## src/rtl/hazard_ctrl_stage.sv

```systemverilog
// ID/EX control register with load-use hazard detection, multi-cycle bubble
// insertion, external stall/flush handling and a saturating bubble counter.
module hazard_ctrl_stage #(
  parameter int CTRL_W       = 10,
  parameter int MEM_READ_BIT = 1,
  parameter int REG_ADDR_W   = 5,
  parameter int LOAD_LAT     = 1,
  parameter int CNT_W        = 16
) (
  input  logic                  clk,
  input  logic                  rst_n,
  input  logic [CTRL_W-1:0]     ctrl_in,
  input  logic [REG_ADDR_W-1:0] id_rd,
  input  logic [REG_ADDR_W-1:0] id_rs1,
  input  logic [REG_ADDR_W-1:0] id_rs2,
  input  logic                  id_rs1_used,
  input  logic                  id_rs2_used,
  input  logic                  ext_stall,
  input  logic                  flush,
  output logic [CTRL_W-1:0]     ctrl_out,
  output logic [REG_ADDR_W-1:0] ex_rd,
  output logic                  stall_out,
  output logic [CNT_W-1:0]      bubble_count
);

  localparam int REM_W = $clog2(LOAD_LAT) + 1;

  typedef enum logic {IDLE, STALL} state_t;

  state_t           state;
  logic [REM_W-1:0] remaining;
  logic             hazard;

  assign hazard = ctrl_out[MEM_READ_BIT] && (ex_rd != '0) &&
                  ((id_rs1_used && (id_rs1 == ex_rd)) ||
                   (id_rs2_used && (id_rs2 == ex_rd)));

  assign stall_out = rst_n && !flush &&
                     (ext_stall || (state == STALL) || hazard);

  always_ff @(posedge clk or negedge rst_n) begin
    if (!rst_n) begin
      ctrl_out     <= '0;
      ex_rd        <= '0;
      state        <= IDLE;
      remaining    <= '0;
      bubble_count <= '0;
    end else if (flush) begin
      ctrl_out  <= '0;
      ex_rd     <= '0;
      state     <= IDLE;
      remaining <= '0;
    end else if (ext_stall) begin
      ctrl_out  <= ctrl_out;
      ex_rd     <= ex_rd;
    end else if ((state == IDLE) && hazard) begin
      ctrl_out <= '0;
      ex_rd    <= '0;
      if (bubble_count != '1)
        bubble_count <= bubble_count + CNT_W'(1);
      // First bubble is issued here; STALL only covers the remaining LOAD_LAT-1.
      if (LOAD_LAT > 1) begin
        remaining <= REM_W'(LOAD_LAT - 1);
        state     <= STALL;
      end
    end else if (state == STALL) begin
      ctrl_out  <= '0;
      ex_rd     <= '0;
      remaining <= remaining - REM_W'(1);
      if (bubble_count != '1)
        bubble_count <= bubble_count + CNT_W'(1);
      if (remaining == REM_W'(1))
        state <= IDLE;
    end else begin
      ctrl_out <= ctrl_in;
      ex_rd    <= id_rd;
    end
  end

endmodule
```

## config.mk

```make
export PLATFORM = sky130hd
export DESIGN_NAME = hazard_ctrl_stage
export DESIGN_NICKNAME = d
export VERILOG_FILES = /design/src/rtl/hazard_ctrl_stage.sv
export SDC_FILE = /design/constraint.sdc
export NUM_CORES = 1
export LEC_CHECK = 0
export CORE_UTILIZATION = 29
export CTS_BUF_LIST = sky130_fd_sc_hd__clkbuf_8
export DETAILED_ROUTE_END_ITERATION = 8
export DONT_BUFFER_PORTS = 1
export GPL_TIMING_DRIVEN = 0
export PLACE_DENSITY = 0.52
export REMOVE_ABC_BUFFERS = 1
export SYNTH_ARGS = -nofsm -noshare
export SYNTH_HDL_FRONTEND = slang
export SYNTH_SLANG_ARGS = --single-unit
```

## constraint.sdc

```tcl
create_clock -name clk -period 2.17 [get_ports clk]
set_input_delay 0 -clock clk [delete_from_list [all_inputs] [get_ports clk]]
set_output_delay 0 -clock clk [all_outputs]
set_load 0.01 [all_outputs]
```

==> impl.org, run 1 <==
** Cells and area
- Utilization after layout :: 0.391
- Leaving out fill and tap cells, the most frequent cells in the layout are 31 x dfrtp_1, 19 x dlygate4sd3_1, 12 x xnor2_1, 12 x xor2_1, 11 x a22o_2.
- Layout filler cell count :: 497
- Number of nets in the finished design :: 194
- Of the cells placed in the final design, the portion with a size suffix greater than 1 is 0.202.
- Final antenna diode count :: 0
- Summing all non-filler instances in the final layout gives an area of 2010 um^2.
- Most common cell after layout, fill and taps aside :: dfrtp_1
- The area growth from synthesis to layout is 29.6%.

** STA
- Setup total negative slack on the finished layout was measured at 0 ns.
- The worst path meets setup with 0.0838 ns of slack.
- The routed design could run at a clock period as short as 2.09 ns.
- Worst slew margin :: 0.285
- Transition at the pin with the smallest max-transition slack :: 1.07 ns
- Setup violations remaining at the end of the flow were counted as 0.
- Unrepaired setup endpoints after global routing :: false
- Clock skew on the completed layout was measured at 0.00476 ns.
- Slew Limit Fails :: 0
- F_max :: 479 MHz
- Dividing the final minimum period by the clock period gives 0.961.
- Final hold vios :: 0

** Pwr
- In this run the static leakage power is 0.875 nW.
- IR drop worst, VDD :: 0.000324 V
- Switching part of the total :: 0.250
- For this design the ratio of total power to cell area is 621 nW/um^2.
- Combinational group share of total power :: 0.106
- Net switching component of the power :: 312 uW
- Sequential Power Share :: 0.566
- Clock share of power :: 0.328
- Total internal power :: 938 uW

** Status
- The flow ran to the end, and the final reports show no timing, DRC or antenna violations.

** Floorplan
- For this design the top-level I/O count stands at 63.
- Die Outline Area :: 5650 um^2
- Width of the chip :: 75.2 um
- The initialized floorplan defines 26 standard-cell rows.
- In this run the vertical extent of the chip is 75.2 um.
- For this configuration, the core starts out at a cell density of 0.302.
- After floorplanning, the core was sized to cover 5140 um^2.

** CTS
- The clock drives 33 sinks.
- The longest clock path from root to sink contains 2 buffers.
- After clock tree synthesis, the clock-pin slew on the worst setup and hold paths is 0.06 ns.
- Clock insertion delay at the later pin of the skew report :: 0.27 ns
- Clock tree from TritonCTS :: done
- Cell at the root of the clock tree :: clkbuf_8
- In this run, CTS created clock tree buffers numbering 5.
- Level count of the clock H-tree :: 2

** Synth
- Syn avg cell area :: 11.6 um^2
- Post-synthesis instance area :: 1550 um^2
- Number of enable flip-flop cells after synthesis :: 0
- Counting distinct cell types in the post-synthesis netlist gives 29.
- Fraction of synthesis flops using an asynchronous set or reset pin :: 1.00
- After synthesis the netlist holds a flip-flop and latch count of 33.
- The Yosys step of the flow raised 0 warnings.
- The most used flip-flop cell after synthesis is dfrtp_1.
- In the synthesized netlist, the number of instances is 134.
- Sequential element share of the synthesized area :: 0.532

** Place
- Placed wire-length estimate :: 2400 um
- Final weighted congestion in routability-driven placement :: 0.729
- Timing analysis after detailed placement gives a worst setup slack of -0.196 ns.
- After detailed placement, the total cell area comes to 1620 um^2.
- # port buffers :: 0

** Routing
- Using the TritonRoute via totals, the vias-per-cell ratio works out to 4.97.
- Number of routed nets with antenna violations :: 0
- The routed layout has 1158 vias.
- The pre-antenna-repair detailed-routing pass consisted of 4 iterations.
- Detailed-route DRC error count :: 0
- 1st-iter DRT viols :: 37
- Detail-routed net length per standard cell :: 16.7 um
- Total wire length after detailed routing :: 3890 um

** Run
- Max Cap Violations :: 0

** Worst setup path
- STA classifies the critical path endpoint as a register.
- Crit path kind :: register to register
- Peak fanout along the critical path :: 16
- STA classifies the critical path startpoint as a register.
- Arrival @ worst endpoint :: 2.25 ns
- Data required time at the worst endpoint :: 2.33 ns

** Worst hold path
- The min-delay analysis places its worst path in the category input port to register.

** Global routing
- Maximum number of pins on one net before global-route repair :: 34
- The number of antenna violations at the first check in global routing came to 0.
- Summed over all layers, the global routing overflow is 0.
- Global Route Usage Sum :: 0.136
- The first global-routing pass estimated 5580 um of wire.
- The number of global-route vias before repair was 1239.
-- cells in the mapped netlist (2+ instances only) --
cell type | number | area [um^2]
a22o_2 | 11 | 110
xnor2_1 | 13 | 114
nor2_1 | 6 | 22.5
xor2_1 | 12 | 105
a22o_1 | 4 | 35.0
inv_1 | 5 | 18.8
a21oi_1 | 2 | 10.0
nand3_1 | 6 | 30.0
nand4_1 | 5 | 31.3
nand2_1 | 7 | 26.3
nor4_1 | 4 | 25.0
dfrtp_1 | 33 | 826
nor3_1 | 10 | 50.1
-- critical path, stage by stage, from the launching register on --
cell and delay (ns):
dfrtp_1 0.47, or4_1 0.53, o21a_1 0.24, a31oi_4 0.22, buf_12 0.17, mux2_2 0.33
-- per-stage QoR --
step	cells	hold slack [ns]	power, mW
after floorplan	131	-0.296	0.773
after global placement	201	-0.295	0.791
after detailed placement	201	-0.295	0.796
after CTS	231	0.0838	1.27
after global routing	233	0.0873	1.33
final	233	0.0990	1.25
-- state kept, by name, indices dropped and copies added, names as in the netlist --
signal / count
bubble_count: 16
ctrl_out: 10
ex_rd: 5
remaining: 1
state: 1
-- power by group through the flow --
stage               sequential [mW]  combinational [mW]  clock [mW]
finish                        0.707               0.132       0.410
global route                  0.714               0.147       0.466
detailed placement            0.717              0.0798           0
global placement              0.716              0.0755           0
CTS                           0.705               0.129       0.435
floorplan                     0.705              0.0671           0
-- per-layer routing --
layer | vias to the layer above | GRT usage | routed length (um)
met5 | - | 0 | 0
met4 | 0 | 0.0370 | 18
met3 | 3 | 0.0576 | 372
met2 | 60 | 0.250 | 1940
met1 | 559 | 0.143 | 1560
li1 | 536 | - | -
-- worst paths after layout --
kind / slack, ns / endpoint / start / cells past startpoint
max: 0.08 / bubble_count[1] / ex_rd[2] / 5
min: 0.1 / ex_rd[0] / flush / 3
max reg2reg: 0.08 / bubble_count[1] / ex_rd[2] / 5
min reg2reg: 0.49 / state / remaining / 1
max in group asynchronous: 1.80 / bubble_count[0] / rst_n / 2
min in group asynchronous: 0.19 / ctrl_out[2] / rst_n / 2
-- final cells by class --
type | instances | area, um^2 | share of cell area
multi-input combinational | 93 | 732 | 0.364
timing repair buffer | 24 | 265 | 0.132
tap | 70 | 87.6 | 0.0435
clock inverter | 3 | 11.3 | 0.00560
inverter | 5 | 18.8 | 0.00933
sequential | 33 | 828 | 0.412
clock buffer | 5 | 68.8 | 0.0342
-- kinds of logic after synthesis --
kind of cell	synth area share
adder cells (fa/ha/maj)	0.00806
XOR/XNOR	0.141
flip-flops	0.532
AO/OA/AOI/OAI	0.136
multiplexers	0.00725
buffers and inverters	0.0266
AND/OR/NAND/NOR	0.149
-- timing repair --
action / CTS / global route
hold buffers: 20 / 0
endpoints found under the hold margin: 50 / 0
setup endpoints to repair: 30 / 14
setup buffers: 2 / 2
pin swaps: 1 / 1
resized for setup: 1 / 8
No activity file was read; power rests on OpenSTA's default activity.
==> run 2, diff against run 1 <==
--- a/config.mk
+++ b/config.mk
@@ -5,6 +5,7 @@
 export SDC_FILE = /design/constraint.sdc
 export NUM_CORES = 1
 export LEC_CHECK = 0
+export CORE_ASPECT_RATIO = 1.4
 export CORE_UTILIZATION = 29
 export CTS_BUF_LIST = sky130_fd_sc_hd__clkbuf_8
 export DETAILED_ROUTE_END_ITERATION = 8
@@ -12,6 +13,7 @@
 export GPL_TIMING_DRIVEN = 0
 export PLACE_DENSITY = 0.52
 export REMOVE_ABC_BUFFERS = 1
+export SLEW_MARGIN = 30
 export SYNTH_ARGS = -nofsm -noshare
 export SYNTH_HDL_FRONTEND = slang
 export SYNTH_SLANG_ARGS = --single-unit
==> run 2 against run 1 <==
  * Sequential share of layout area grew 0.52 points
  * Hold slack gained 0.011 ns
  * Cell area shrank 1.6%
  * Global-route usage grew 0.53 points
  * Wire length shrank 4.5%
==> impl.org, run 2 (synthesis results as in run 1) <==
** Worst setup path
- Launching element type of the critical path :: register
- Crit path kind :: register to register
- The required time reported for the critical path endpoint was 2.33 ns (about the same).
- Critical register-to-register path endpoint :: bubble_count[1]
- Peak fanout along the critical path :: 16 (unchanged)
- Number of cells traversed by the worst register-to-register path :: 5 (unchanged)
- The worst setup path is captured at a register.
- Arrival @ worst endpoint :: 2.26 ns (about the same)
- The setup slack on the worst flop-to-flop path is 0.08 ns (about the same).
- The largest stage delay on the critical path is 0.56 ns (+0.03 ns).
- CP cell instances :: or4_1 -> o21a_1 -> a31oi_4 -> buf_12 -> mux2_2
- The largest individual stage delay along the critical path comes from the cell or4_1.
- In this run the critical register-to-register path is launched from ex_rd[1].

** Routing
- Detail-routed net length per standard cell :: 16.4 um (-2.0%)
- DR vias/cell :: 5.01 (+0.78%)
- The violation count after the first detailed-route iteration came to 28 (-24%).
- The count of TritonRoute iterations in the first routing pass is 4 (unchanged).
- The routed wire length came to 3720 um (-4.5%).
- The count of vias placed by the detailed router was 1137 (-1.8%).
- Number of routed nets with antenna violations :: 0 (unchanged)
- Detailed-route DRC error count :: 0 (unchanged)

** Floorplan
- Effective utilization at floorplan :: 0.301 (-0.00110)
- The overall die area is 5650 um^2 (about the same).
- The core footprint came to 5160 um^2 (+0.37%).
- Row cnt :: 31 (+19%)
- Width of the chip :: 63.8 um (-15%)
- The die extent in y is 88.6 um (+18%).
- The number of top-level design ports came to 63 (unchanged).

** Pwr
- The maximum vdd drop is 0.000315 V (-3.0%).
- Leak :: 0.862 nW (-1.6%)
- Power Density :: 640 nW/um^2 (+3.0%)

** Global routing
- Maximum number of pins on one net before global-route repair :: 34 (unchanged)
- The global route total overflow was 0 (unchanged).
- The number of global-route vias before repair came to 1276 (+3.0%).
- The wire length of the first global-routing pass is 6000 um (+7.7%).
- The number of antenna violations at the first check in global routing was 0 (unchanged).
- Global Route Usage Sum :: 0.142 (+0.00533)

** Cells and area
- The largest registers in the layout are bubble_count: 16 flops, ctrl_out: 10 flops, ex_rd: 5 flops.
- Final antenna diode count :: 0 (unchanged)
- Ranked by flip-flop count, first place goes to bubble_count.
- Seq. cell area :: 826 um^2 (-0.30%)
- The cell area after layout came to 1980 um^2 (-1.6%).
- Flip-flop count of the largest register, all copies and words added :: 16 (unchanged)
- Ratio of cells with drive above 1 in the final layout :: 0.186 (-0.0161)
- Relative to the synthesized area, the layout overhead comes to 27.6%.
- Commonest non-fill, non-tap cells in the layout :: 33 x dfrtp_1, 19 x dlygate4sd3_1, 13 x xnor2_1
- The count of nets after finishing came to 192 (-1.0%).
- The multi-input gate area in the final layout is 721 um^2 (-1.5%).
- The library cell used most frequently in the layout, excluding fill and tap cells, is dfrtp_1.
- Layout filler cell count :: 495 (-0.40%)

** STA
- The setup-violating endpoint count in the final report was 0 (unchanged).
- Unrepaired setup endpoints after global routing :: true
- The final-report max-slew violation count came to 0 (unchanged).
- The post-layout minimum cycle time was 2.09 ns (+0.00726 ns).
- The number of failing hold endpoints at the final stage is 0 (unchanged).
- Largest clock skew in the final design :: 0.00257 ns (-0.00219 ns)
- Sum Neg Setup Slack :: 0 ns (unchanged)
- The share of the cycle needed by the critical path after routing was 0.965 (+0.00334).
- The highest clock frequency the design can meet is 478 MHz (-0.35%).
- Transition at the pin with the smallest max-transition slack :: 0.623 ns (-0.445 ns)
- The max-slew headroom at the worst pin is 0.584 (+0.299).

** Worst hold path
- The number of cells on the worst hold path was 3 (unchanged).
- Hold Crit Start :: flush
- End point of the worst hold path :: ctrl_out[9]
- In this run the worst hold path is classified as input port to register.

** CTS
- Cell at the root of the clock tree :: clkbuf_8
- The CTS clock-pin slew for the worst setup and hold paths is 0.07 ns (about the same).
- TritonCTS built the clock tree.
- CTS buffer count :: 5 (unchanged)
- Clock sink total :: 33 (unchanged)
- The clock latency at the later pin of the worst-skew pair is 0.27 ns (about the same).
- Level count of the clock H-tree :: 2 (unchanged)
- The maximum number of buffers from clock root to sink is 2 (unchanged).

** Place
- The placed standard-cell area came to 1610 um^2 (-0.31%).
- Final weighted congestion in routability-driven placement :: 0.730 (+0.18%)
- Placed wire-length estimate :: 2430 um (+1.4%)
- The count of buffers from port buffering was 0 (unchanged).

** Status
- The run finished with clean final reports.

** Run
- The max-capacitance violation count was 0 (unchanged).
[run 2: changes by cell type in the layout (fill, tap and decap cells not counted), moves of 2 or more]
| cell | change |
|---|---|
| buf_4 | -2 |
| clkinv_2 | +2 |
| dfrtp_1 | +2 |
| dfrtp_2 | -2 |
| inv_1 | -2 |
[run 2: cell type report]
type / count / share of cell area
Clock inverter: 3 / 0.00695
Clock buffer: 5 / 0.0347
Timing Repair Buffer: 22 / 0.126
Multi-Input combinational cell: 93 / 0.364
Inverter: 5 / 0.00948
Tap cell: 66 / 0.0417
Sequential cell: 33 / 0.417
[run 2: what timing repair did]
action	CTS	global route
pin swaps	1	0
cloned	0	0
hold buffers	20	0
endpoints found under the setup margin	30	15
resized for setup	0	5
hold endpoints to repair	50	0
setup buffers	2	0
[run 2: where the power goes]
group / switching [mW] / total (mW) / internal [mW]
sequential: 0.0576 / 0.705 / 0.648
combinational: 0.0554 / 0.130 / 0.0746
clock: 0.214 / 0.431 / 0.217
[run 2: worst max path at each step]
stage                      end             from  slack, ns  cells past startpoint
3_5_place_dp   bubble_count[1]  bubble_count[3]      -0.18                      5
6_report       bubble_count[1]         ex_rd[1]       0.08                      5
4_1_cts        bubble_count[1]  bubble_count[3]      0.004                      6
5_1_grt        bubble_count[1]  bubble_count[3]      -0.02                      6
3_3_place_gp   bubble_count[1]  bubble_count[3]      -0.17                      5
2_1_floorplan      ctrl_out[0]         ex_rd[1]       0.16                      5
[run 2: critical path: cells and delay by family (launching register included)]
kind / cells / cell delay, ns
buffers and inverters: 1 / 0.16
AO/OA/AOI/OAI: 2 / 0.45
multiplexers: 1 / 0.33
AND/OR/NAND/NOR: 1 / 0.56
flip-flops: 1 / 0.48
[run 2: per-stage QoR]
step                total power [mW]  instances  hold WS [ns]  worst slack (ns)   util
finish                          1.27        227         0.110            0.0765  0.384
global route                    1.34        227        0.0939           -0.0173  0.384
CTS                             1.29        227        0.0920           0.00397  0.377
detailed placement             0.797        197        -0.295            -0.175  0.313
global placement               0.791        197        -0.295            -0.166  0.313
floorplan                      0.773        131        -0.296             0.162      -
[run 2: per-layer routing]
layer	vias up	routed length (um)	track usage
met5	-	0	0
met4	0	17	0.0496
met3	2	288	0.0580
met2	54	1950	0.261
met1	548	1460	0.143
li1	533	-	-
